<file path="config.mk">
export PLATFORM = sky130hd
export DESIGN_NAME = legv8_insn_encoder
export DESIGN_NICKNAME = d
export VERILOG_FILES = /design/src/rtl/legv8_enc_pkg.sv /design/src/rtl/legv8_enc_format.sv /design/src/rtl/legv8_insn_encoder.sv
export SDC_FILE = /design/constraint.sdc
export NUM_CORES = 1
export LEC_CHECK = 0
export ABC_AREA = 1
export BUFFER_PORTS_ARGS = -buffer_cell sky130_fd_sc_hd__clkbuf_2
export CORE_MARGIN = 3
export CORE_UTILIZATION = 57
export CTS_CLUSTER_DIAMETER = 80
export DETAILED_ROUTE_END_ITERATION = 12
export HOLD_SLACK_MARGIN = 0.12
export PLACE_DENSITY = 0.87
export SETUP_SLACK_MARGIN = 0.15
export SYNTH_ARGS = -nofsm -noshare
export SYNTH_HDL_FRONTEND = slang
export SYNTH_HIERARCHICAL = 1
export SYNTH_SLANG_ARGS = --single-unit
</file>
<file path="constraint.sdc">
create_clock -name CLK -period 4.12 [get_ports CLK]
set_input_delay 0.206 -clock CLK [delete_from_list [all_inputs] [get_ports CLK]]
set_output_delay 0.206 -clock CLK [all_outputs]
set_load 0.02 [all_outputs]
</file>
<file path="src/rtl/legv8_enc_pkg.sv">
// ---------------------------------------------------------------------------
// legv8_enc_pkg
// Shared definitions for the LEGv8 instruction encoder: the mnemonic-level
// operation enum, the opcode field constants (the same bit patterns the
// single-cycle control decoder matches on), field widths and the packed
// command record handed from the encoder top level to the word formatter.
// ---------------------------------------------------------------------------
package legv8_enc_pkg;

   localparam int OP_W      = 4;
   localparam int REG_W     = 5;
   localparam int IMM_W     = 26;
   localparam int HW_W      = 2;
   localparam int WORD_W    = 32;
   localparam int ADDR_W    = 64;
   localparam int ERR_CNT_W = 8;

   // Immediate field widths inside the encoded word.
   localparam int ALU_IMM_W = 12;
   localparam int MOV_IMM_W = 16;
   localparam int CB_IMM_W  = 19;
   localparam int DT_IMM_W  = 9;

   // Byte stride between consecutive instruction words.
   localparam logic [ADDR_W-1:0] WORD_BYTES = 64'd4;

   typedef enum logic [OP_W-1:0] {
      OP_AND  = 4'd0,
      OP_ORR  = 4'd1,
      OP_ADD  = 4'd2,
      OP_SUB  = 4'd3,
      OP_ADDI = 4'd4,
      OP_SUBI = 4'd5,
      OP_MOVZ = 4'd6,
      OP_B    = 4'd7,
      OP_CBZ  = 4'd8,
      OP_LDUR = 4'd9,
      OP_STUR = 4'd10
   } op_e;

   // R-type opcodes (11 bits).
   localparam logic [10:0] OPC_AND  = 11'b10001010000;
   localparam logic [10:0] OPC_ORR  = 11'b10101010000;
   localparam logic [10:0] OPC_ADD  = 11'b10001011000;
   localparam logic [10:0] OPC_SUB  = 11'b11001011000;
   // I-type opcodes (10 bits).
   localparam logic [9:0]  OPC_ADDI = 10'b1001000100;
   localparam logic [9:0]  OPC_SUBI = 10'b1101000100;
   // IM-type opcode (9 bits).
   localparam logic [8:0]  OPC_MOVZ = 9'b110100101;
   // B-type opcode (6 bits).
   localparam logic [5:0]  OPC_B    = 6'b000101;
   // CB-type opcode (8 bits).
   localparam logic [7:0]  OPC_CBZ  = 8'b10110100;
   // D-type opcodes (11 bits).
   localparam logic [10:0] OPC_LDUR = 11'b11111000010;
   localparam logic [10:0] OPC_STUR = 11'b11111000000;

   // op is kept as raw bits: codes 11..15 must reach the formatter so it can
   // flag them illegal.
   typedef struct packed {
      logic [OP_W-1:0]  op;
      logic [REG_W-1:0] rd;
      logic [REG_W-1:0] rn;
      logic [REG_W-1:0] rm;
      logic [IMM_W-1:0] imm;
      logic [HW_W-1:0]  hw;
   } enc_cmd_t;

endpackage

</file>
<file path="src/rtl/legv8_enc_format.sv">
// ---------------------------------------------------------------------------
// legv8_enc_format
// Purely combinational formatter: packs one mnemonic-level command into the
// 32-bit LEGv8 machine word and classifies it.
//
// Ports:
//   cmd      in   enc_cmd_t  operation, register fields, immediate, MOVZ hw
//   word     out  32         encoded instruction (zero when op is illegal)
//   legal    out  1          op is one of the eleven supported operations
//   in_range out  1          immediate fits its field
//
// Build option: define ENC_RANGE_CHECK_EN to reject immediates that do not
// fit their field. Without it in_range is constant 1 and oversized
// immediates are silently truncated into the word.
// ---------------------------------------------------------------------------
module legv8_enc_format
   import legv8_enc_pkg::*;
(
   input  enc_cmd_t            cmd,
   output logic [WORD_W-1:0]   word,
   output logic                legal,
   output logic                in_range
);

   // NOTE: every output of an always_comb gets a default before the case so
   // no path leaves it unassigned, which would infer a latch.
   always_comb begin
      word  = '0;
      legal = 1'b1;
      case (cmd.op)
         OP_AND:  word = {OPC_AND, cmd.rm, 6'd0, cmd.rn, cmd.rd};
         OP_ORR:  word = {OPC_ORR, cmd.rm, 6'd0, cmd.rn, cmd.rd};
         OP_ADD:  word = {OPC_ADD, cmd.rm, 6'd0, cmd.rn, cmd.rd};
         OP_SUB:  word = {OPC_SUB, cmd.rm, 6'd0, cmd.rn, cmd.rd};
         OP_ADDI: word = {OPC_ADDI, cmd.imm[ALU_IMM_W-1:0], cmd.rn, cmd.rd};
         OP_SUBI: word = {OPC_SUBI, cmd.imm[ALU_IMM_W-1:0], cmd.rn, cmd.rd};
         OP_MOVZ: word = {OPC_MOVZ, cmd.hw, cmd.imm[MOV_IMM_W-1:0], cmd.rd};
         OP_B:    word = {OPC_B, cmd.imm};
         // Rt travels in the rd field for CBZ and the load/store pair.
         OP_CBZ:  word = {OPC_CBZ, cmd.imm[CB_IMM_W-1:0], cmd.rd};
         OP_LDUR: word = {OPC_LDUR, cmd.imm[DT_IMM_W-1:0], 2'b00, cmd.rn, cmd.rd};
         OP_STUR: word = {OPC_STUR, cmd.imm[DT_IMM_W-1:0], 2'b00, cmd.rn, cmd.rd};
         default: legal = 1'b0;
      endcase
   end

`ifdef ENC_RANGE_CHECK_EN
   // Unsigned fields need all bits above the field clear; signed fields need
   // all bits above the field to repeat the field's sign bit.
   always_comb begin
      in_range = 1'b1;
      case (cmd.op)
         OP_ADDI, OP_SUBI: in_range = (cmd.imm[IMM_W-1:ALU_IMM_W] == '0);
         OP_MOVZ:          in_range = (cmd.imm[IMM_W-1:MOV_IMM_W] == '0);
         OP_CBZ:           in_range = (cmd.imm[IMM_W-1:CB_IMM_W-1] == '0)
                                   || (cmd.imm[IMM_W-1:CB_IMM_W-1] == '1);
         OP_LDUR, OP_STUR: in_range = (cmd.imm[IMM_W-1:DT_IMM_W-1] == '0)
                                   || (cmd.imm[IMM_W-1:DT_IMM_W-1] == '1);
         default:          in_range = 1'b1;
      endcase
   end
`else
   assign in_range = 1'b1;
`endif

endmodule

</file>
<file path="src/rtl/legv8_insn_encoder.sv">
// ---------------------------------------------------------------------------
// legv8_insn_encoder
// Sequential LEGv8 instruction encoder/loader. Accepts mnemonic-level
// commands over a valid/ready stream, encodes each into a 32-bit machine
// word and presents it, with an auto-incrementing byte address, on a
// valid/ready write port towards instruction memory.
//
// Ports:
//   CLK        in   1   clock, rising edge
//   resetl     in   1   asynchronous active-low reset
//   start      in   1   pulse; in IDLE loads the write address and begins a program
//   base_addr  in   64  byte address of the first word
//   cmd_valid  in   1   command offered
//   cmd_ready  out  1   command accepted when both high
//   cmd_op     in   4   operation code (11..15 illegal)
//   cmd_rd     in   5   Rd / Rt
//   cmd_rn     in   5   Rn
//   cmd_rm     in   5   Rm
//   cmd_imm    in   26  immediate, interpreted per operation
//   cmd_hw     in   2   MOVZ shift select
//   cmd_last   in   1   final command of the program
//   wr_valid   out  1   encoded word present
//   wr_ready   in   1   memory takes the word when both high
//   wr_addr    out  64  byte address of wr_word
//   wr_word    out  32  encoded instruction
//   done       out  1   one-cycle pulse once the last word has been written
//   err        out  1   sticky: some command was rejected; cleared by start
//   err_count  out  8   rejected commands, saturating at 255; cleared by start
//
// Build option: ENC_RANGE_CHECK_EN (see legv8_enc_format) enables rejection
// of out-of-range immediates.
// ---------------------------------------------------------------------------
module legv8_insn_encoder
   import legv8_enc_pkg::*;
(
   input  logic                  CLK,
   input  logic                  resetl,
   input  logic                  start,
   input  logic [ADDR_W-1:0]     base_addr,
   input  logic                  cmd_valid,
   output logic                  cmd_ready,
   input  logic [OP_W-1:0]       cmd_op,
   input  logic [REG_W-1:0]      cmd_rd,
   input  logic [REG_W-1:0]      cmd_rn,
   input  logic [REG_W-1:0]      cmd_rm,
   input  logic [IMM_W-1:0]      cmd_imm,
   input  logic [HW_W-1:0]       cmd_hw,
   input  logic                  cmd_last,
   output logic                  wr_valid,
   input  logic                  wr_ready,
   output logic [ADDR_W-1:0]     wr_addr,
   output logic [WORD_W-1:0]     wr_word,
   output logic                  done,
   output logic                  err,
   output logic [ERR_CNT_W-1:0]  err_count
);

   typedef enum logic [1:0] {
      IDLE  = 2'd0,
      RUN   = 2'd1,
      DRAIN = 2'd2
   } state_e;

   state_e              state;
   state_e              state_next;
   enc_cmd_t            cmd;
   logic [WORD_W-1:0]   fmt_word;
   logic                fmt_legal;
   logic                fmt_in_range;
   logic                accept;
   logic                emit;
   logic                reject;
   logic                wr_fire;
   logic                start_load;

   assign cmd = '{op: cmd_op, rd: cmd_rd, rn: cmd_rn, rm: cmd_rm,
                  imm: cmd_imm, hw: cmd_hw};

   legv8_enc_format u_format (
      .cmd      (cmd),
      .word     (fmt_word),
      .legal    (fmt_legal),
      .in_range (fmt_in_range)
   );

   // A new command may enter while the output register is empty or is being
   // drained in this same cycle, which gives one word per cycle.
   assign cmd_ready  = (state == RUN) && (!wr_valid || wr_ready);
   assign accept     = cmd_valid && cmd_ready;
   assign emit       = accept && fmt_legal && fmt_in_range;
   assign reject     = accept && !(fmt_legal && fmt_in_range);
   assign wr_fire    = wr_valid && wr_ready;
   assign start_load = (state == IDLE) && start;

   // NOTE: state and datapath registers use non-blocking assignments so every
   // flop samples the pre-edge values regardless of statement order.
   always_ff @(posedge CLK or negedge resetl) begin
      if (!resetl) begin
         state <= IDLE;
      end else begin
         state <= state_next;
      end
   end

   always_comb begin
      state_next = state;
      done       = 1'b0;
      case (state)
         IDLE:    if (start) state_next = RUN;
         RUN:     if (accept && cmd_last) state_next = DRAIN;
         DRAIN: begin
            if (!wr_valid) begin
               state_next = IDLE;
               done       = 1'b1;
            end
         end
         default: state_next = IDLE;
      endcase
   end

   // Output register. wr_addr always names the slot of the pending word, or
   // the next free slot when nothing is pending, so it only moves on a write
   // handshake; a rejected command therefore leaves it untouched. IDLE never
   // holds a pending word, so the start load cannot collide with a handshake.
   always_ff @(posedge CLK or negedge resetl) begin
      if (!resetl) begin
         wr_valid <= 1'b0;
         wr_word  <= '0;
         wr_addr  <= '0;
      end else begin
         if (emit) begin
            wr_valid <= 1'b1;
            wr_word  <= fmt_word;
         end else if (wr_fire) begin
            wr_valid <= 1'b0;
         end

         if (start_load) begin
            wr_addr <= base_addr;
         end else if (wr_fire) begin
            wr_addr <= wr_addr + WORD_BYTES;
         end
      end
   end

   always_ff @(posedge CLK or negedge resetl) begin
      if (!resetl) begin
         err       <= 1'b0;
         err_count <= '0;
      end else if (start_load) begin
         err       <= 1'b0;
         err_count <= '0;
      end else if (reject) begin
         err <= 1'b1;
         if (err_count != '1) begin
            err_count <= err_count + 1'b1;
         end
      end
   end

endmodule

</file>
### Word-level counts from Yosys, hierarchy flattened

Index checks and enable logic that the tools add are counted.

| cells by class | value |
|---|---|
| equality and inequality tests | 16 |
| reductions and logical operators | 19 |
| add/subtract/negate cells | 2 |
| multiplexer cells | 17 |

Operator list:

| kind | count |
|---|---|
| $pmux W32 S11 | 1 |
| $mux W64 | 2 |
| $add A64 B3 Y64 const B | 1 |
| $mux W8 | 3 |
| $eq A4 B3 Y1 const B | 4 |
| $eq A4 B4 Y1 const B | 3 |
| $reduce_or A11 Y1 | 1 |
| $add A8 B1 Y8 const B | 1 |
| $eq A4 B2 Y1 const B | 2 |
| $ne A8 B8 Y1 const B | 1 |
| $reduce_bool A2 Y1 | 4 |
| $logic_and A1 B1 Y1 | 7 |
| $mux W1 | 7 |
| $mux W2 | 3 |
| $pmux W2 S3 | 1 |
| $eq A4 B1 Y1 const B | 1 |
| $logic_not A4 Y1 | 1 |
| $ne A2 B2 Y1 const B | 2 |
| $reduce_and A3 Y1 | 1 |
| $eq A2 B1 Y1 const B | 1 |
| $eq A2 B2 Y1 const B | 1 |
| $logic_not A1 Y1 | 2 |
| $logic_not A2 Y1 | 1 |
| $ne A2 B1 Y1 const B | 1 |
| 2 further kinds | 2 |

| word-level totals | value |
|---|---|
| bits of input ports | 117 |
| word-level logic and storage cells | 60 |
| register bits | 108 |
| output and inout bits | 108 |

### Logic depth before layout (Yosys ltp)

| logic depth | value |
|---|---|
| word-level depth | 7 |
| depth in mapped cells | 12 |
| gate-level depth less buffers | 12 |

### Cells and area by module

Netlist, hierarchy kept.

Modules (own cells, without submodules):

| module | cells an instance | instances | seq. area each (µm²) | area each (µm²) |
|---|---|---|---|---|
| legv8_insn_encoder | 1046 | 1 | 2702.6 | 6794.0 |
| legv8_enc_format | 177 | 1 | 0.0 | 787.0 |

### Worst setup path before layout

OpenSTA, ideal clock, no wires.

| timing | value |
|---|---|
| path type | register -> register |
| start point | register wr_addr[3] |
| end point | register wr_addr[46] |
| cell stages (with the launch flop) | 13 |
| library setup time | 117 ps |
| period minus slack after synthesis | 1712 ps |
| slack | 2408 ps |
| data required time | 4003 ps |
| arrival | 1596 ps |
| path buffers | 0 |
| path through | dfrtp_1 > ha_1 > nand2_2 > nor2_4 > nand2_4 > inv_2 > nand2_2 > nor2_4 > nand2_1 > nand2_1 > nand3_1 > nand2_1 > nand2_1 |

| between the ends | value |
|---|---|
| longest elaborated chain between the ends | 3 |

Ends and longest elaborated chain:

| what | line | source |
|---|---|---|
| from (decl) | legv8_insn_encoder.sv:51 | `output logic [ADDR_W-1:0] wr_addr,` |
| from (signal assigned) | legv8_insn_encoder.sv:139 | `wr_addr <= base_addr;` |
| from (signal assigned) | legv8_insn_encoder.sv:141 | `wr_addr <= wr_addr + WORD_BYTES;` |
| $add A64 B3 Y64 | legv8_insn_encoder.sv:141 |  |
| $mux W64 | legv8_insn_encoder.sv:140 | `end else if (wr_fire) begin` |
| $mux W64 | legv8_insn_encoder.sv:138 | `if (start_load) begin` |

No other way between the ends. The select of a mux whose other input is x is not followed.
A chain may end at the register's enable or synchronous reset.

### Final worst setup path

| timing | value |
|---|---|
| start point | input port wr_ready |
| end point | register wr_addr[32] |

| between the ends | value |
|---|---|
| longest elaborated chain between the ends | 2 |

Ends and longest elaborated chain:

| what | line | source |
|---|---|---|
| from (decl) | legv8_insn_encoder.sv:50 | `input logic wr_ready,` |
| $logic_and A1 B1 Y1 | legv8_insn_encoder.sv:92 | `assign wr_fire = wr_valid && wr_ready;` |
| $reduce_bool A2 Y1 (no line) | - |  |

No other way between the ends.

==> flow_summary_export.csv <==
group,metric,value,unit
pwr,p_int,2.91,mW
route,vias_per_cell,5.55,
critical_path,r2r_end,"wr_addr[32]",
cells_and_area,fillers,1138,
route,vias,8976,
sta,finClkSkew,0.00808,ns
sta,maxSlewViolCount,0,
critical_path,arrival,3.10,ns
cells_and_area,syn2layout_area_growth,21.7,%
pwr,power_leakage,4.91,nW
route,drt-total-wl,26400,um
synthesis,synth.top_cell.area_share,35.6,%
synthesis,synth.top_cells.by_area,"dfrtp_1, nand2_1, nor2_1",
die,die-area,0.0147,mm2
synthesis,synth_area,0.00758,mm2
die,io_pins,225,
outcome,run_status,"finished clean",
cells_and_area,fin_area,0.00923,mm2
sta,worst_pin_slew,1.31,ns
critical_path,crit_start,"wr_ready",
synthesis,synth-seq-cells,108,
route,antenna_left,0,
cells_and_area,layout-drive-gt1-share,22.4,%
cells_and_area,utilization,71.9,%
sta,worst_slew_margin_rel,12.2,%
clock_network,clk-insertion-delay-late,0.36,ns
synthesis,syn_area_per_cell,6.20,um2
pwr,power.share.combinational,49.1,%
synthesis,ys_seq_area_share,35.6,%
sta,setup_viol,0,
global_route,grt_pass1_vias,8121,
sta,max_freq,0.355,GHz
place,place_inst,1590,
clock_network,cts_tree,"yes",
critical_path,endpoint,"wr_addr[32]",
clock_network,root_buffer,"clkbuf_16",
clock_network,cts_num_sinks,108,
worst_hold_path,min-delay-start,"base_addr[25]",
place,dp_hpwl,20200,um
place,gp_congestion,1.00,
global_route,grt_pass1_wl,41400,um
clock_network,cts-resized-gates,0,
critical_path,crit_top_cell,"inv_2",
global_route,grt_max_degree,91,
sta,fin_crit,2.81,ns
die,core,0.0128,mm2
die,fp.dieH,121,um
pwr,p_switching,3.05,mW
pwr,p_total,5.96,mW
route,drt_iter0_markers,963,
critical_path,setup.worst_path.end_class,"flop",
sta,rsz0062_at_grt,"false",
clock_network,cts_buffers,9,
place,place_area,0.00880,mm2
synthesis,synthCells,1223,
sta,finalCritPeriodShare,68.3,%
cells_and_area,finalNetCount,1560,
flow_run,max_cap_viol_count,0,
die,num_rows,41,
global_route,gr-usage-all-layers,35.6,%
synthesis,yosysTopAreaCell,"dfrtp_1",
die,fp.dieW,121,um
critical_path,r2r_start,"wr_valid",
clock_network,cts.path.max_buffers,2,
worst_hold_path,hold_class,"in2reg",
die,start_util,59.1,%
clock_network,clk_pin_slew,0.07,ns
clock_network,cts_max_level,3,
critical_path,slowest_delay,0.62,ns
route,drt_first_pass_iters,6,
sta,hold_viol,0,
critical_path,critPathKind,"in2reg",
cells_and_area,diodes,0,
route,remaining_drc_errors,0,
critical_path,required,4.40,ns
place,portBuffers,224,
pwr,swShare,51.2,%
synthesis,syn_nets,1342,
global_route,grt_overflow_total,0,
critical_path,cp-start-kind,"input pin",
critical_path,slowest_stage,"nor2_4",
pwr,power_frac_clock,15.4,%
sta,tns,0,ns
critical_path,path_max_fanout,32,
route,wl_per_cell,16.3,um
pwr,peakVddDrop,578,uV
synthesis,yosys_warnings,6,
global_route,antenna_found_initial,0,
critical_path,r2r_cells,7,
pwr,p_seq_share,35.5,%
synthesis,ys_types,37,
pwr,powerDensity,646,mW/mm2
critical_path,rrSetupSlack,1.36,ns
cells_and_area,stdcell_count,1618,
critical_path,path_cells,"dlygate4sd3_1 -> clkbuf_2 -> nand2_1 -> inv_2 -> nor2_4 -> inv_2 -> nand4_1 -> o21ai_1 -> a21oi_1",
[cells by family (layout without fill, tap and decap cells)]
kind of cell | Yosys count | in the layout | share of synthesized area [%]
flops | 108 | 108 | 35.6
simple gates | 870 | 870 | 48.8
buf+inv | 136 | 359 | 7.28
fa+ha+maj | 2 | 2 | 0.330
compound gates | 105 | 105 | 7.79
xor+xnor | 1 | 1 | 0.116
other cells | 1 | 1 | 0.0495
[worst min path at each step]
stage,to,slack [ns],cells past startpoint
global route,wr_addr[17],0.13,3
CTS,wr_addr[25],0.12,3
detailed placement,wr_addr[12],0.24,1
global placement,wr_addr[12],0.24,1
finish,wr_addr[25],0.12,3
floorplan,err,-0.09,0
[placed cells by master (no fill, tap or decap), types with 6 or more instances in the layout]
cell type,Yosys,layout
o21ai_1,26,26
clkbuf_16,0,9
nand4_1,16,16
a21oi_1,26,26
nor3_1,6,6
nand2_1,489,489
nand3_1,96,96
clkbuf_2,0,223
a211oi_1,6,6
nand2_2,16,15
nor2_2,21,21
inv_2,19,19
inv_1,81,81
nor2_4,8,8
o21ai_0,24,24
buf_4,2,7
dfrtp_1,108,108
nor2_1,202,202
o22ai_1,8,8
dlygate4sd3_1,0,12
nand3_2,6,6
[power groups by stage]
| stage | Sequential, mW | Clock (mW) | Combinational [mW] |
|---|---|---|---|
| floorplan | 2.46 | 0 | 1.47 |
| CTS | 2.09 | 0.924 | 2.92 |
| detailed placement | 2.09 | 0 | 2.89 |
| finish | 2.11 | 0.921 | 2.93 |
| global route | 2.16 | 0.963 | 3.22 |
| global placement | 2.09 | 0 | 2.83 |
[timing repair]
item / CTS / global route
hold buffers: 12 / 0
endpoints found under the hold margin: 55 / 0
setup buffers: 0 / 0
[layer usage]
metal  up-vias  wire length (um)  track usage (%)
li1       4293                 -                -
met1      4085             10400             46.6
met2       526             12300             57.9
met3        72              2730             8.07
met4         0               947             12.7
met5         -                 0                0
[registers in the layout (all words and copies together), names as in the netlist]
signal and flops:
wr_addr 64, wr_word 32, err_count 8, state 2
err 1, wr_valid 1
[cells in the mapped netlist, drive strengths merged]
master,count
clkinv,1
o32ai,2
buf,28
o22ai,8
o211ai,5
a21boi,1
ha,2
inv,100
o31ai,1
a21oi,26
or2,2
nor3,6
nand3,102
a31oi,2
dfrtp,108
nand2,509
nor2,233
nand3b,2
a311oi,2
conb,1
o21bai,2
xor2,1
a211oi,6
nand4,16
clkbuf,7
o21ai,50
[worst max-delay path: cells and delay by family]
| kind | cells | cell delay, ns |
|---|---|---|
| compound gates | 2 | 0.27 |
| buf+inv | 4 | 1.43 |
| simple gates | 3 | 1.16 |
[per-stage QoR]
stage | hold slack (ns) | worst slack (ns)
floorplan | -0.0896 | 2.41
global placement | 0.240 | 1.59
detailed placement | 0.243 | 1.51
CTS | 0.121 | 1.36
global route | 0.132 | 1.15
finish | 0.123 | 1.31
[cell type report]
class	count	area (um2)	share of cell area [%]
Timing Repair Buffer	242	1290	14.0
Clock buffer	10	239	2.59
Inverter	101	379	4.11
Tap cell	172	215	2.33
Multi-Input combinational cell	979	4330	47.0
Sequential cell	108	2700	29.3
Clock inverter	6	68.8	0.746
Note: power is estimated with default switching activity, not from simulation.
